**src/rtl/change_dispenser.sv**
```systemverilog
// change_dispenser
//   Turns per-sale change requests into single-nickel ejections. Each sale
//   pulse adds its change count to a saturating pending-nickel accumulator.
//   The FSM then fires the ejector solenoid one coin at a time. It waits
//   for the drop sensor to confirm each coin before firing the next one.
//   If a confirmation is missing, the FSM latches a fault and stops.
//
// Ports
//   clk, rst_n       : clock (rising edge), async active-low reset
//   i_soda, i_change : sale pulse and its change in nickels
//   i_coin_sensed    : drop-sensor pulse, one per ejected nickel
//   o_eject          : solenoid drive, high for PULSE_CYC cycles per coin
//   o_pending        : nickels still owed
//   o_busy           : FSM not idle, or nickels still owed
//   o_overflow       : sticky, accumulator clamped at least once
//   o_fault          : sticky, coin not confirmed within TIMEOUT_CYC
module change_dispenser #(
  parameter int CHG_W       = 3,
  parameter int CNT_W       = 5,
  parameter int PULSE_CYC   = 4,
  parameter int GAP_CYC     = 2,
  parameter int TIMEOUT_CYC = 64
) (
  input  logic             clk,
  input  logic             rst_n,
  input  logic             i_soda,
  input  logic [CHG_W-1:0] i_change,
  input  logic             i_coin_sensed,
  output logic             o_eject,
  output logic [CNT_W-1:0] o_pending,
  output logic             o_busy,
  output logic             o_overflow,
  output logic             o_fault
);

  localparam int TMAX_A = (PULSE_CYC > GAP_CYC) ? PULSE_CYC : GAP_CYC;
  localparam int TMAX   = (TMAX_A > TIMEOUT_CYC) ? TMAX_A : TIMEOUT_CYC;
  localparam int TW     = $clog2(TMAX + 1);
  // One spare bit so the raw sum cannot wrap before we clamp it.
  localparam int SUM_W  = ((CNT_W > CHG_W) ? CNT_W : CHG_W) + 1;

  localparam logic [TW-1:0]    T_PULSE   = TW'(PULSE_CYC);
  localparam logic [TW-1:0]    T_GAP     = TW'(GAP_CYC);
  localparam logic [TW-1:0]    T_TO_LAST = TW'(TIMEOUT_CYC - 1);
  localparam logic [SUM_W-1:0] PEND_MAX  = SUM_W'({CNT_W{1'b1}});

  typedef enum logic [2:0] {
    S_IDLE     = 3'd0,
    S_PULSE    = 3'd1,
    S_WAIT_ACK = 3'd2,
    S_GAP      = 3'd3,
    S_FAULT    = 3'd4
  } state_t;

  state_t           state_q, state_d;
  logic [TW-1:0]    timer_q, timer_d;
  logic [CNT_W-1:0] pending_q, pending_d;
  logic             eject_q, eject_d;
  logic             busy_q, busy_d;
  logic             overflow_q, overflow_d;
  logic             fault_q, fault_d;

  logic             dec;
  logic [SUM_W-1:0] add;
  logic [SUM_W-1:0] sum;

  always_comb begin
    state_d = state_q;
    timer_d = timer_q;
    dec     = 1'b0;

    case (state_q)
      S_IDLE: begin
        if (pending_q != '0) begin
          state_d = S_PULSE;
          timer_d = T_PULSE;
        end
      end
      // The timer counts down the remaining pulse cycles. The exit happens
      // on the edge where it reads 1. That gives exactly PULSE_CYC high cycles.
      S_PULSE: begin
        if (timer_q <= TW'(1)) begin
          state_d = S_WAIT_ACK;
          timer_d = '0;
        end else begin
          timer_d = timer_q - TW'(1);
        end
      end
      // The timer counts up the WAIT_ACK edges already spent. The
      // TIMEOUT_CYC-th edge with no sensor pulse moves the FSM to FAULT.
      S_WAIT_ACK: begin
        if (i_coin_sensed) begin
          dec     = (pending_q != '0);
          state_d = S_GAP;
          timer_d = T_GAP;
        end else if (timer_q >= T_TO_LAST) begin
          state_d = S_FAULT;
          timer_d = '0;
        end else begin
          timer_d = timer_q + TW'(1);
        end
      end
      S_GAP: begin
        if (timer_q <= TW'(1)) begin
          state_d = S_IDLE;
          timer_d = '0;
        end else begin
          timer_d = timer_q - TW'(1);
        end
      end
      S_FAULT: begin
        state_d = S_FAULT;
      end
      default: begin
        state_d = S_IDLE;
        timer_d = '0;
      end
    endcase

    // When a capture and a decrement land on the same edge, both are applied.
    add = i_soda ? SUM_W'(i_change) : '0;
    sum = SUM_W'(pending_q) + add - SUM_W'(dec);
    if (sum > PEND_MAX) begin
      pending_d  = '1;
      overflow_d = 1'b1;
    end else begin
      pending_d  = sum[CNT_W-1:0];
      overflow_d = overflow_q;
    end

    eject_d = (state_d == S_PULSE);
    fault_d = fault_q | (state_d == S_FAULT);
    busy_d  = (state_d != S_IDLE) || (pending_d != '0);
  end

  always_ff @(posedge clk or negedge rst_n) begin
    if (!rst_n) begin
      state_q    <= S_IDLE;
      timer_q    <= '0;
      pending_q  <= '0;
      eject_q    <= 1'b0;
      busy_q     <= 1'b0;
      overflow_q <= 1'b0;
      fault_q    <= 1'b0;
    end else begin
      state_q    <= state_d;
      timer_q    <= timer_d;
      pending_q  <= pending_d;
      eject_q    <= eject_d;
      busy_q     <= busy_d;
      overflow_q <= overflow_d;
      fault_q    <= fault_d;
    end
  end

  assign o_eject    = eject_q;
  assign o_pending  = pending_q;
  assign o_busy     = busy_q;
  assign o_overflow = overflow_q;
  assign o_fault    = fault_q;

endmodule

```
**config.mk**
```make
export PLATFORM = sky130hd
export DESIGN_NAME = change_dispenser
export DESIGN_NICKNAME = d
export VERILOG_FILES = /design/src/rtl/change_dispenser.sv
export SDC_FILE = /design/constraint.sdc
export NUM_CORES = 1
export LEC_CHECK = 0
export CAP_MARGIN = 20
export CORE_ASPECT_RATIO = 0.9
export CORE_UTILIZATION = 49
export DETAILED_ROUTE_END_ITERATION = 16
export GPL_ROUTABILITY_DRIVEN = 0
export PLACE_DENSITY = 0.86
export SKIP_LAST_GASP = 1
export SYNTH_ARGS = -nofsm -noshare
export SYNTH_HDL_FRONTEND = slang
export SYNTH_SLANG_ARGS = --single-unit
```
**constraint.sdc**
```tcl
create_clock -name clk -period 2.9 [get_ports clk]
set_input_delay 0.435 -clock clk [delete_from_list [all_inputs] [get_ports clk]]
set_output_delay 0.435 -clock clk [all_outputs]
set_load 0.01 [all_outputs]
```
==> impl_metrics.env, run 1 <==
export IMPL_setup_viol=1
export IMPL_num_rows=17
export IMPL_synth_top_family_by_area="simple AND/OR/NAND/NOR gates"
export IMPL_gr_max_usage_layer="met2"
export IMPL_yosysSeqAreaShare_pct=35.9
export IMPL_max_slew_margin_rel_pct=39.6
export IMPL_powerDensity_nw_per_um2=1100
export IMPL_path_clk_slew_ps=110
export IMPL_syn_nets=165
export IMPL_worstHoldStart="o_fault$_DFF_PN0_"
export IMPL_core_area_um2=2510
export IMPL_max_cap_violations=0
export IMPL_cts_tree="yes"
export IMPL_die_width_um=56.8
export IMPL_synth_warnings=0
export IMPL_worstReg2RegEnd="o_busy$_DFF_PN0_"
export IMPL_grtUsageMet2_pct=41.7
export IMPL_final_common_cell="dfrtp_1"
export IMPL_hold_ws_ps=475
export IMPL_cp_start_kind="flip-flop"
export IMPL_cp_data_required_time_ps=3100
export IMPL_synth_area_leaders="dfrtp_1 (36%), ha_1 (10%), a21oi_1 (4.5%)"
export IMPL_track_usage_pct=23.6
export IMPL_syn_to_final_growth_pct=26.8
export IMPL_dr_pass1_iters=10
export IMPL_max_freq_ghz=0.324
export IMPL_slew_viol_final=0
export IMPL_grt_pass1_vias=1106
export IMPL_antenna_cells=0
export IMPL_most_common_layout_cells="dfrtp_1 (19), clkdlybuf4s50_1 (15), buf_4 (15)"
export IMPL_fin_cells=207
export IMPL_yosys_area_top_type_share_pct=35.9
export IMPL_avgSynthCellArea_um2=9.07
export IMPL_postCtsHoldBufs=0
export IMPL_htreeDepth=1
export IMPL_violations="DRC, setup timing"
export IMPL_async_flop_share_pct=100
export IMPL_synthCells=146
export IMPL_layout_nets=199
export IMPL_worstHoldPathCells=1
export IMPL_io_pins=16
export IMPL_status="finished with violations"
export IMPL_vias_per_cell=6.04
export IMPL_num_vias=1250
export IMPL_gr_total_overflow=0
export IMPL_worst_slack_ps=-183
export IMPL_hpwl_mm=2.46
export IMPL_yosys_area_top_type="dfrtp_1"
export IMPL_antenna_found_initial=0
export IMPL_drc=2
export IMPL_fillers=201
export IMPL_cp_data_arrival_time_ps=3280
export IMPL_synth_simple_area_share_pct=24.0
export IMPL_clock_latency_ps=310
export IMPL_die_h_um=51.3
export IMPL_period_share_pct=106
export IMPL_synth_xor_area_share_pct=2.65
export IMPL_clkSinkCount=19
export IMPL_synth_enable_flop_cells=0
export IMPL_ys_flop_type="dfrtp_1"
export IMPL_grt_max_degree=20
export IMPL_clock_path_buffers=2
export IMPL_max_slew_worst_pin_slew_ps=903
export IMPL_rsz0062_at_grt="yes"
export IMPL_setup_worst_path_end_class="flip-flop"
export IMPL_wirelength_mm=3.45
export IMPL_holdCritPathClass="reg2reg"
export IMPL_drt_iter0_markers=65
export IMPL_p_leak_nw=0.715
export IMPL_synth_mux_area_fraction_pct=0
export IMPL_skew_ps=6.86
export IMPL_reg2regPathDepth=12
export IMPL_io_buffers=15
export IMPL_whs_endpoint="o_fault$_DFF_PN0_"
export IMPL_ys_seq_elements=19
export IMPL_dp_cells=198
export IMPL_root_buffer="clkbuf_4"
export IMPL_worstSetupPathType="reg2reg"
export IMPL_wl_per_cell_um=16.7
export IMPL_final_hold_violation_count=0
export IMPL_grt_util_met3_pct=4.05
export IMPL_met1_usage_pct=30.0
export IMPL_ant_nets=0
export IMPL_path_max_fanout=2
export IMPL_synth_compound_area_share_pct=21.2
export IMPL_synth_fa_ha_area_share_pct=11.9
export IMPL_period_minus_slack_ps=3080
export IMPL_synth_area_um2=1320
export IMPL_r2r_start="o_pending[0]$_DFF_PN0_"
export IMPL_r2r_slack_ps=-180
export IMPL_peakVddDrop_uv=482
export IMPL_dieArea_um2=2910
export IMPL_grt_first_pass_wirelength_mm=5.18
export IMPL_start_util_pct=52.7
export IMPL_drive_above_1_share_pct=18.4
export IMPL_ys_types=46
export IMPL_cts_buffers_inserted=3
## worst max-delay path: stages, from the launching register on
cell and delay (ps):
dfrtp_1 400, or4_4 550, nor2_4 110, nor2_1 60, ha_1 290, inv_1 50
ha_2 180, fa_2 350, buf_4 160, xnor2_4 150, nand2_2 70, nor4_1 220
or3b_1 380
## worst max path at each step
stage / start / endpoint / slack (ps)
6_report: o_pending[0]$_DFF_PN0_ / o_busy$_DFF_PN0_ / -180
5_1_grt: o_pending[0]$_DFF_PN0_ / o_busy$_DFF_PN0_ / -290
4_1_cts: o_pending[0]$_DFF_PN0_ / o_busy$_DFF_PN0_ / -150
3_5_place_dp: o_pending[2]$_DFF_PN0_ / o_busy$_DFF_PN0_ / -180
3_3_place_gp: i_soda / o_pending[4]$_DFF_PN0_ / -60
2_1_floorplan: o_pending[2]$_DFF_PN0_ / o_busy$_DFF_PN0_ / -100
## cell families after synthesis
group                    Yosys count
AO/OA/AOI/OAI                     40
XOR/XNOR                           4
adder cells (fa/ha/maj)           12
buffers and inverters             15
flip-flops                        19
AND/OR/NAND/NOR                   56
## cells in the mapped netlist, types with 2 or more instances
| master | count |
|---|---|
| or3_1 | 3 |
| nand3_1 | 4 |
| nor3_1 | 4 |
| dfrtp_1 | 19 |
| nand2_1 | 11 |
| o21ai_0 | 7 |
| ha_1 | 11 |
| inv_1 | 14 |
| a211oi_1 | 2 |
| nand2b_1 | 4 |
| nor2b_1 | 3 |
| o21a_1 | 2 |
| or2_2 | 4 |
| a21oi_1 | 12 |
| o211ai_1 | 2 |
| xnor2_1 | 3 |
| nor2_1 | 11 |
| a21o_1 | 2 |
## state kept, by name, indices dropped and copies added (netlist names)
register and cells:
timer_q 7, o_overflow 1, o_eject 1, o_fault 1, o_busy 1, o_pending 5, state_q 3
## power breakdown
part / total [mW] / internal, mW / switching, mW / leakage [nW]
clock: 0.141 / 0.0539 / 0.0873 / 0.0150
sequential: 0.499 / 0.364 / 0.135 / 0.213
combinational: 1.21 / 0.599 / 0.606 / 0.488
total: 1.85 / 1.02 / 0.829 / 0.715
## per-stage QoR
stage	cell area [um2]	TNS (ps)	setup slack, ps	util [%]	power (mW)
floorplan	1330	-96.5	-96.5	-	1.21
global placement	1590	-238	-61.6	63.3	1.50
detailed placement	1590	-433	-181	63.3	1.57
CTS	1640	-152	-152	65.2	1.74
global route	1680	-695	-288	66.9	1.97
finish	1680	-183	-183	66.9	1.85
## per-layer routing
layer | wire, um | part of all wire, %
met4 | 47 | 1.4
met2 | 1760 | 51
met3 | 236 | 6.8
met5 | 0 | 0
met1 | 1410 | 41
## repair_timing
item                                    4_1_cts  5_1_grt
resized for setup                             0        4
endpoints found under the setup margin        1        6
pin swaps                                     8        3
buffers inserted                              3        2
## cell type report
| cell class | instances | area, um2 | area share (%) |
|---|---|---|---|
| Tap cell | 28 | 35.0 | 2.09 |
| Inverter | 14 | 52.6 | 3.13 |
| Sequential cell | 19 | 475 | 28.3 |
| Clock buffer | 4 | 26.3 | 1.56 |
| Multi-Input combinational cell | 112 | 827 | 49.3 |
| Timing Repair Buffer | 30 | 263 | 15.6 |
Note: power is estimated with default switching activity, not from simulation.
==> run 2, diff against run 1 <==
CORE_UTILIZATION = 35   (was 49)
PLACE_DENSITY = 0.68   (was 0.86)
TNS_END_PERCENT = 50   (was default)
==> run 2 against run 1 <==
  * Flip-flop and latch count is the same
  * Setup slack gained 80 ps
  * Worst hold slack got worse by 7.8 ps
  * Clock power increased by 37%
  * The flow finishes with violations (setup timing)
  * Sequential share of layout area shrank 2.0 points
==> impl_metrics.env, run 2 (synthesis gave the netlist of run 1 again) <==
export IMPL_grt_max_degree=20
export IMPL_drc=0
export IMPL_drt_iter0_markers=67
export IMPL_period_minus_slack_ps=3000
export IMPL_htreeDepth=1
export IMPL_max_slew_worst_pin_slew_ps=855
export IMPL_reg2regPathDepth=12
export IMPL_cp_start_kind="flip-flop"
export IMPL_fin_util_pct=51.6
export IMPL_whs_endpoint="o_fault$_DFF_PN0_"
export IMPL_track_usage_pct=17.2
export IMPL_regMostFlops="timer_q"
export IMPL_skew_ps=3.31
export IMPL_start_util_pct=37.8
export IMPL_clkSinkCount=19
export IMPL_worstHoldPathCells=1
export IMPL_dieArea_um2=4030
export IMPL_wirelength_mm=3.14
export IMPL_p_leak_nw=0.772
export IMPL_antenna_found_initial=0
export IMPL_path_clk_slew_ps=80
export IMPL_setup_viol=2
export IMPL_clock_latency_ps=260
export IMPL_clock_path_buffers=2
export IMPL_drive_above_1_share_pct=25.4
export IMPL_preCtsSetupSlack_ps=-144
export IMPL_r2r_start="o_pending[0]$_DFF_PN0_"
export IMPL_cp_data_required_time_ps=3040
export IMPL_num_rows=20
export IMPL_die_width_um=66.8
export IMPL_status="finished with violations"
export IMPL_peakVddDrop_uv=537
export IMPL_path_max_fanout=2
export IMPL_period_share_pct=104
export IMPL_io_buffers=15
export IMPL_gr_total_overflow=0
export IMPL_final_hold_violation_count=0
export IMPL_cp_data_arrival_time_ps=3150
export IMPL_die_h_um=60.3
export IMPL_core_area_um2=3500
export IMPL_grt_first_pass_wirelength_mm=5.16
export IMPL_wl_per_cell_um=13.5
export IMPL_fillers=320
export IMPL_dr_pass1_iters=5
export IMPL_ant_nets=0
export IMPL_grt_pass1_vias=1214
export IMPL_worstReg2RegEnd="o_busy$_DFF_PN0_"
export IMPL_worstHoldStart="o_fault$_DFF_PN0_"
export IMPL_max_freq_ghz=0.333
export IMPL_setup_worst_path_end_class="flip-flop"
export IMPL_syn_to_final_growth_pct=36.6
export IMPL_root_buffer="clkbuf_8"
export IMPL_antenna_cells=0
export IMPL_worstSetupPathType="reg2reg"
export IMPL_holdCritPathClass="reg2reg"
export IMPL_io_pins=16
export IMPL_worst_slack_ps=-102
export IMPL_max_cap_violations=0
export IMPL_rsz0062_at_grt="yes"
export IMPL_hold_ws_ps=467
export IMPL_r2r_slack_ps=-100
export IMPL_layout_nets=209
export IMPL_vias_per_cell=5.47
export IMPL_largest_reg_flops=7
export IMPL_cts_tree="yes"
export IMPL_final_common_cell="buf_4"
export IMPL_num_vias=1275
export IMPL_violations="setup timing"
export IMPL_hpwl_mm=2.25
export IMPL_most_common_layout_cells="buf_4 (24), dfrtp_1 (19), clkdlybuf4s50_1 (15)"
export IMPL_powerDensity_nw_per_um2=1020
export IMPL_cts_buffers_inserted=3
export IMPL_slew_viol_final=0
export IMPL_max_slew_margin_rel_pct=42.9
-- run 2: cell count changes in the layout (fill, tap and decap cells not counted), sizes merged --
cell	delta
clkinvlp	+1
buf	+10
clkbuf	-1
-- run 2: metal layers --
metal	global-route usage (%)	routed length (um)	vias to the layer above
li1	-	-	611
met4	4.26	19	0
met3	3.76	144	2
met2	32.8	1640	41
met5	0	0	-
met1	19.5	1340	621
-- run 2: worst max-delay path by stage --
stage	from	endpoint
finish	o_pending[0]$_DFF_PN0_	o_busy$_DFF_PN0_
global route	o_pending[0]$_DFF_PN0_	o_busy$_DFF_PN0_
CTS	o_pending[0]$_DFF_PN0_	o_busy$_DFF_PN0_
detailed placement	i_coin_sensed	o_busy$_DFF_PN0_
global placement	i_coin_sensed	o_busy$_DFF_PN0_
floorplan	o_pending[2]$_DFF_PN0_	o_busy$_DFF_PN0_
-- run 2: where the power goes --
group	internal (mW)	switching [mW]	leakage, nW
sequential	0.364	0.117	0.213
combinational	0.595	0.583	0.538
clock	0.0969	0.0961	0.0217
total	1.06	0.796	0.772
-- run 2: critical path, stage by stage (launching register included) --
cell and delay (ps):
dfrtp_1 380, or4_4 550, nor2_4 110, nor2_2 50, ha_1 290, inv_2 50
ha_4 160, fa_2 330, a21o_1 180, a21oi_2 140, xnor2_1 110, nor4_2 190
or3b_1 360
-- run 2: layout make-up --
type,instances,area [um2],share of cell area (%)
Inverter,14,52.6,2.91
Tap cell,44,55.1,3.04
Timing Repair Buffer,40,342,18.9
Multi-Input combinational cell,112,835,46.2
Clock inverter,1,7.51,0.415
Sequential cell,19,475,26.3
Clock buffer,3,41.3,2.28
-- run 2: per-stage QoR --
| step | std cells | TNS, ps | instance area [um2] | total power [mW] |
|---|---|---|---|---|
| floorplan | 146 | -96.5 | 1330 | 1.21 |
| global placement | 214 | -186 | 1610 | 1.50 |
| detailed placement | 214 | -453 | 1610 | 1.55 |
| CTS | 233 | -118 | 1770 | 1.78 |
| global route | 233 | -665 | 1810 | 2.00 |
| finish | 233 | -113 | 1810 | 1.85 |
-- run 2: timing repair --
| action | 4_1_cts | 5_1_grt |
|---|---|---|
| pin swaps | 8 | 2 |
| setup endpoints to repair | 1 | 7 |
| resized for setup | 1 | 8 |
| buffers inserted | 15 | 0 |
| hold buffers | 0 | 0 |
| cloned | 0 | 0 |
==> run 3, diff against run 2 <==
--- a/config.mk
+++ b/config.mk
@@ -6,4 +6,5 @@
 export NUM_CORES = 1
 export LEC_CHECK = 0
+export ABC_AREA = 0
 export CAP_MARGIN = 20
 export CORE_ASPECT_RATIO = 0.9
==> constraint.sdc (replaced) <==
create_clock -name clk -period 2.9 [get_ports clk]
set_input_delay 0.87 -clock clk [delete_from_list [all_inputs] [get_ports clk]]
set_output_delay 0.87 -clock clk [all_outputs]
set_load 0.01 [all_outputs]
==> run 3 against run 2 <==
  * The flow still finishes with violations (setup timing)
  * Cell area rose by 2.0%
  * First-iteration DRC count rose by 25%
  * Largest cell class unchanged
  * Global-route usage rose by 1.2 points
  * Wire length rose by 10%
  * Setup slack improved by 47 ps
  * Clock-buffer cell count did not move
  * Combinational power rose by 18%
  * Die area did not move
  * Register-to-register slack improved by 50 ps
  * Sequential share of layout area fell by 0.52 points
==> impl_metrics.env, run 3 (synthesis gave the netlist of run 1 again) <==
export IMPL_num_rows=20
export IMPL_critPathBufInv=2
export IMPL_regMostFlops="timer_q"
export IMPL_path_max_fanout=2
export IMPL_peakVddDrop_uv=700
export IMPL_path_clk_slew_ps=70
export IMPL_setup_viol=2
export IMPL_track_usage_pct=18.4
export IMPL_drc=0
export IMPL_cp_depth=12
export IMPL_worst_slack_ps=-55.0
export IMPL_skew_ps=8.49
export IMPL_clkSinkCount=19
export IMPL_antenna_found_initial=0
export IMPL_cts_buffers_inserted=3
export IMPL_antenna_cells=0
export IMPL_htreeDepth=1
export IMPL_largest_reg_flops=7
export IMPL_status="finished with violations"
export IMPL_drt_iter0_markers=84
export IMPL_die_width_um=66.8
export IMPL_max_freq_ghz=0.338
export IMPL_die_h_um=60.3
export IMPL_cp_data_arrival_time_ps=3090
export IMPL_num_vias=1235
export IMPL_period_minus_slack_ps=2950
export IMPL_wl_per_cell_um=15.2
export IMPL_grt_first_pass_wirelength_mm=5.44
export IMPL_r2r_start="o_pending[2]$_DFF_PN0_"
export IMPL_syn_to_final_growth_pct=39.3
export IMPL_io_buffers=15
export IMPL_reg2regPathDepth=12
export IMPL_clock_path_buffers=2
export IMPL_fin_util_pct=52.6
export IMPL_dr_pass1_iters=4
export IMPL_r2r_slack_ps=-50
export IMPL_most_common_layout_cells="buf_4 (20), dfrtp_1 (19), nor2_1 (10), a21oi_1 (10), clkdlybuf4s50_1 (10)"
export IMPL_powerDensity_nw_per_um2=1120
export IMPL_ant_nets=0
export IMPL_wirelength_mm=3.46
export IMPL_gr_total_overflow=0
export IMPL_vias_per_cell=5.42
export IMPL_crit_path_end="o_busy$_DFF_PN0_"
export IMPL_cp_start_kind="flip-flop"
export IMPL_cp_data_required_time_ps=3040
export IMPL_max_cap_violations=0
export IMPL_critPathTopFamily="simple AND/OR/NAND/NOR gates"
export IMPL_fin_area_um2=1840
export IMPL_hpwl_mm=2.45
export IMPL_period_share_pct=102
export IMPL_p_leak_nw=0.783
export IMPL_dpl_cell_area_um2=1650
export IMPL_rsz0062_at_grt="yes"
export IMPL_grt_pass1_vias=1196
export IMPL_start_util_pct=37.8
export IMPL_holdCritPathClass="reg2reg"
export IMPL_cts_tree="yes"
export IMPL_crit_path_top_delay_cell="or4_4"
export IMPL_drive_above_1_share_pct=29.3
export IMPL_max_slew_margin_rel_pct=51.9
export IMPL_max_slew_worst_pin_slew_ps=710
export IMPL_hold_ws_ps=472
export IMPL_clock_latency_ps=250
export IMPL_power_total_mw=2.06
export IMPL_setup_worst_path_end_class="flip-flop"
export IMPL_slew_viol_final=0
export IMPL_core_area_um2=3500
export IMPL_worstReg2RegEnd="o_busy$_DFF_PN0_"
export IMPL_final_common_cell="buf_4"
export IMPL_worstSetupPathType="reg2reg"
export IMPL_tns_ps=-64.2
export IMPL_io_pins=16
export IMPL_dieArea_um2=4030
export IMPL_cpPeakStageDelay_ps=550
export IMPL_cp_startpoint="o_pending[2]$_DFF_PN0_"
export IMPL_final_hold_violation_count=0
export IMPL_layout_nets=204
export IMPL_grt_max_degree=20
export IMPL_violations="setup timing"
export IMPL_root_buffer="clkbuf_8"
export IMPL_worstPathCellList="or4_4 > nor2_4 > nor2_2 > ha_1 > inv_2 > ha_4 > fa_2 > buf_4 > xnor2_2 > nand2_1 > nor4_2 > or3b_1"
## run 3: cell types whose count changed in the layout (fill, tap and decap cells not counted), moves of 2 or more
| cell | delta |
|---|---|
| ha_4 | +3 |
| nand2_2 | +2 |
| clkdlybuf4s50_1 | -5 |
| inv_2 | +4 |
| ha_1 | -3 |
| dlymetal6s2s_1 | +2 |
| nand2_1 | -2 |
| inv_1 | -4 |
| buf_4 | -4 |
| dlygate4sd2_1 | +3 |
## run 3: worst reg2reg max path: cells and delay by family, from the launching register on
kind | cells | cell delay (ps)
simple gates | 6 | 1360
buf+inv | 2 | 190
xor+xnor | 1 | 140
fa+ha+maj | 3 | 770
flops | 1 | 380
## run 3: final cells by class
class,count,area (um2)
sequential,19,475
fill,343,1660
tap,44,55.1
timing repair buffer,35,302
clock buffer,3,41.3
multi-input combinational,112,913
clock inverter,1,5.00
inverter,14,52.6
## run 3: routing by layer
metal | global-route usage [%] | part of all wire [%] | wire, um
met5 | 0 | 0 | 0
met4 | 8.51 | 2.0 | 68
met3 | 2.26 | 2.9 | 100
met2 | 35.4 | 53 | 1840
met1 | 20.3 | 42 | 1460
## run 3: worst min path at each step
| stage | end | startpoint | cells past startpoint | slack, ps |
|---|---|---|---|---|
| floorplan | o_fault$_DFF_PN0_ | o_fault$_DFF_PN0_ | 1 | 500 |
| global placement | o_fault$_DFF_PN0_ | o_fault$_DFF_PN0_ | 1 | 450 |
| detailed placement | o_fault$_DFF_PN0_ | o_fault$_DFF_PN0_ | 1 | 450 |
| CTS | o_fault$_DFF_PN0_ | o_fault$_DFF_PN0_ | 1 | 470 |
| global route | o_fault$_DFF_PN0_ | o_fault$_DFF_PN0_ | 1 | 510 |
| finish | o_fault$_DFF_PN0_ | o_fault$_DFF_PN0_ | 1 | 470 |
## run 3: power breakdown
| part | switching (mW) | internal [mW] |
|---|---|---|
| clock | 0.0839 | 0.0954 |
| combinational | 0.677 | 0.714 |
| sequential | 0.123 | 0.365 |
| total | 0.884 | 1.17 |
## run 3: per-stage QoR
step | cells | setup WS [ps]
after floorplan | 146 | -96.5
after global placement | 219 | -567
after detailed placement | 219 | -575
after CTS | 227 | -114
after global routing | 228 | -206
final | 228 | -55.0
## run 3: what timing repair did
action                                  CTS  global route
pin swaps                                13            11
endpoints found under the setup margin    6             6
hold buffers                              0             0
cloned                                    0             0
resized for setup                        15            15
setup buffers                             4             1
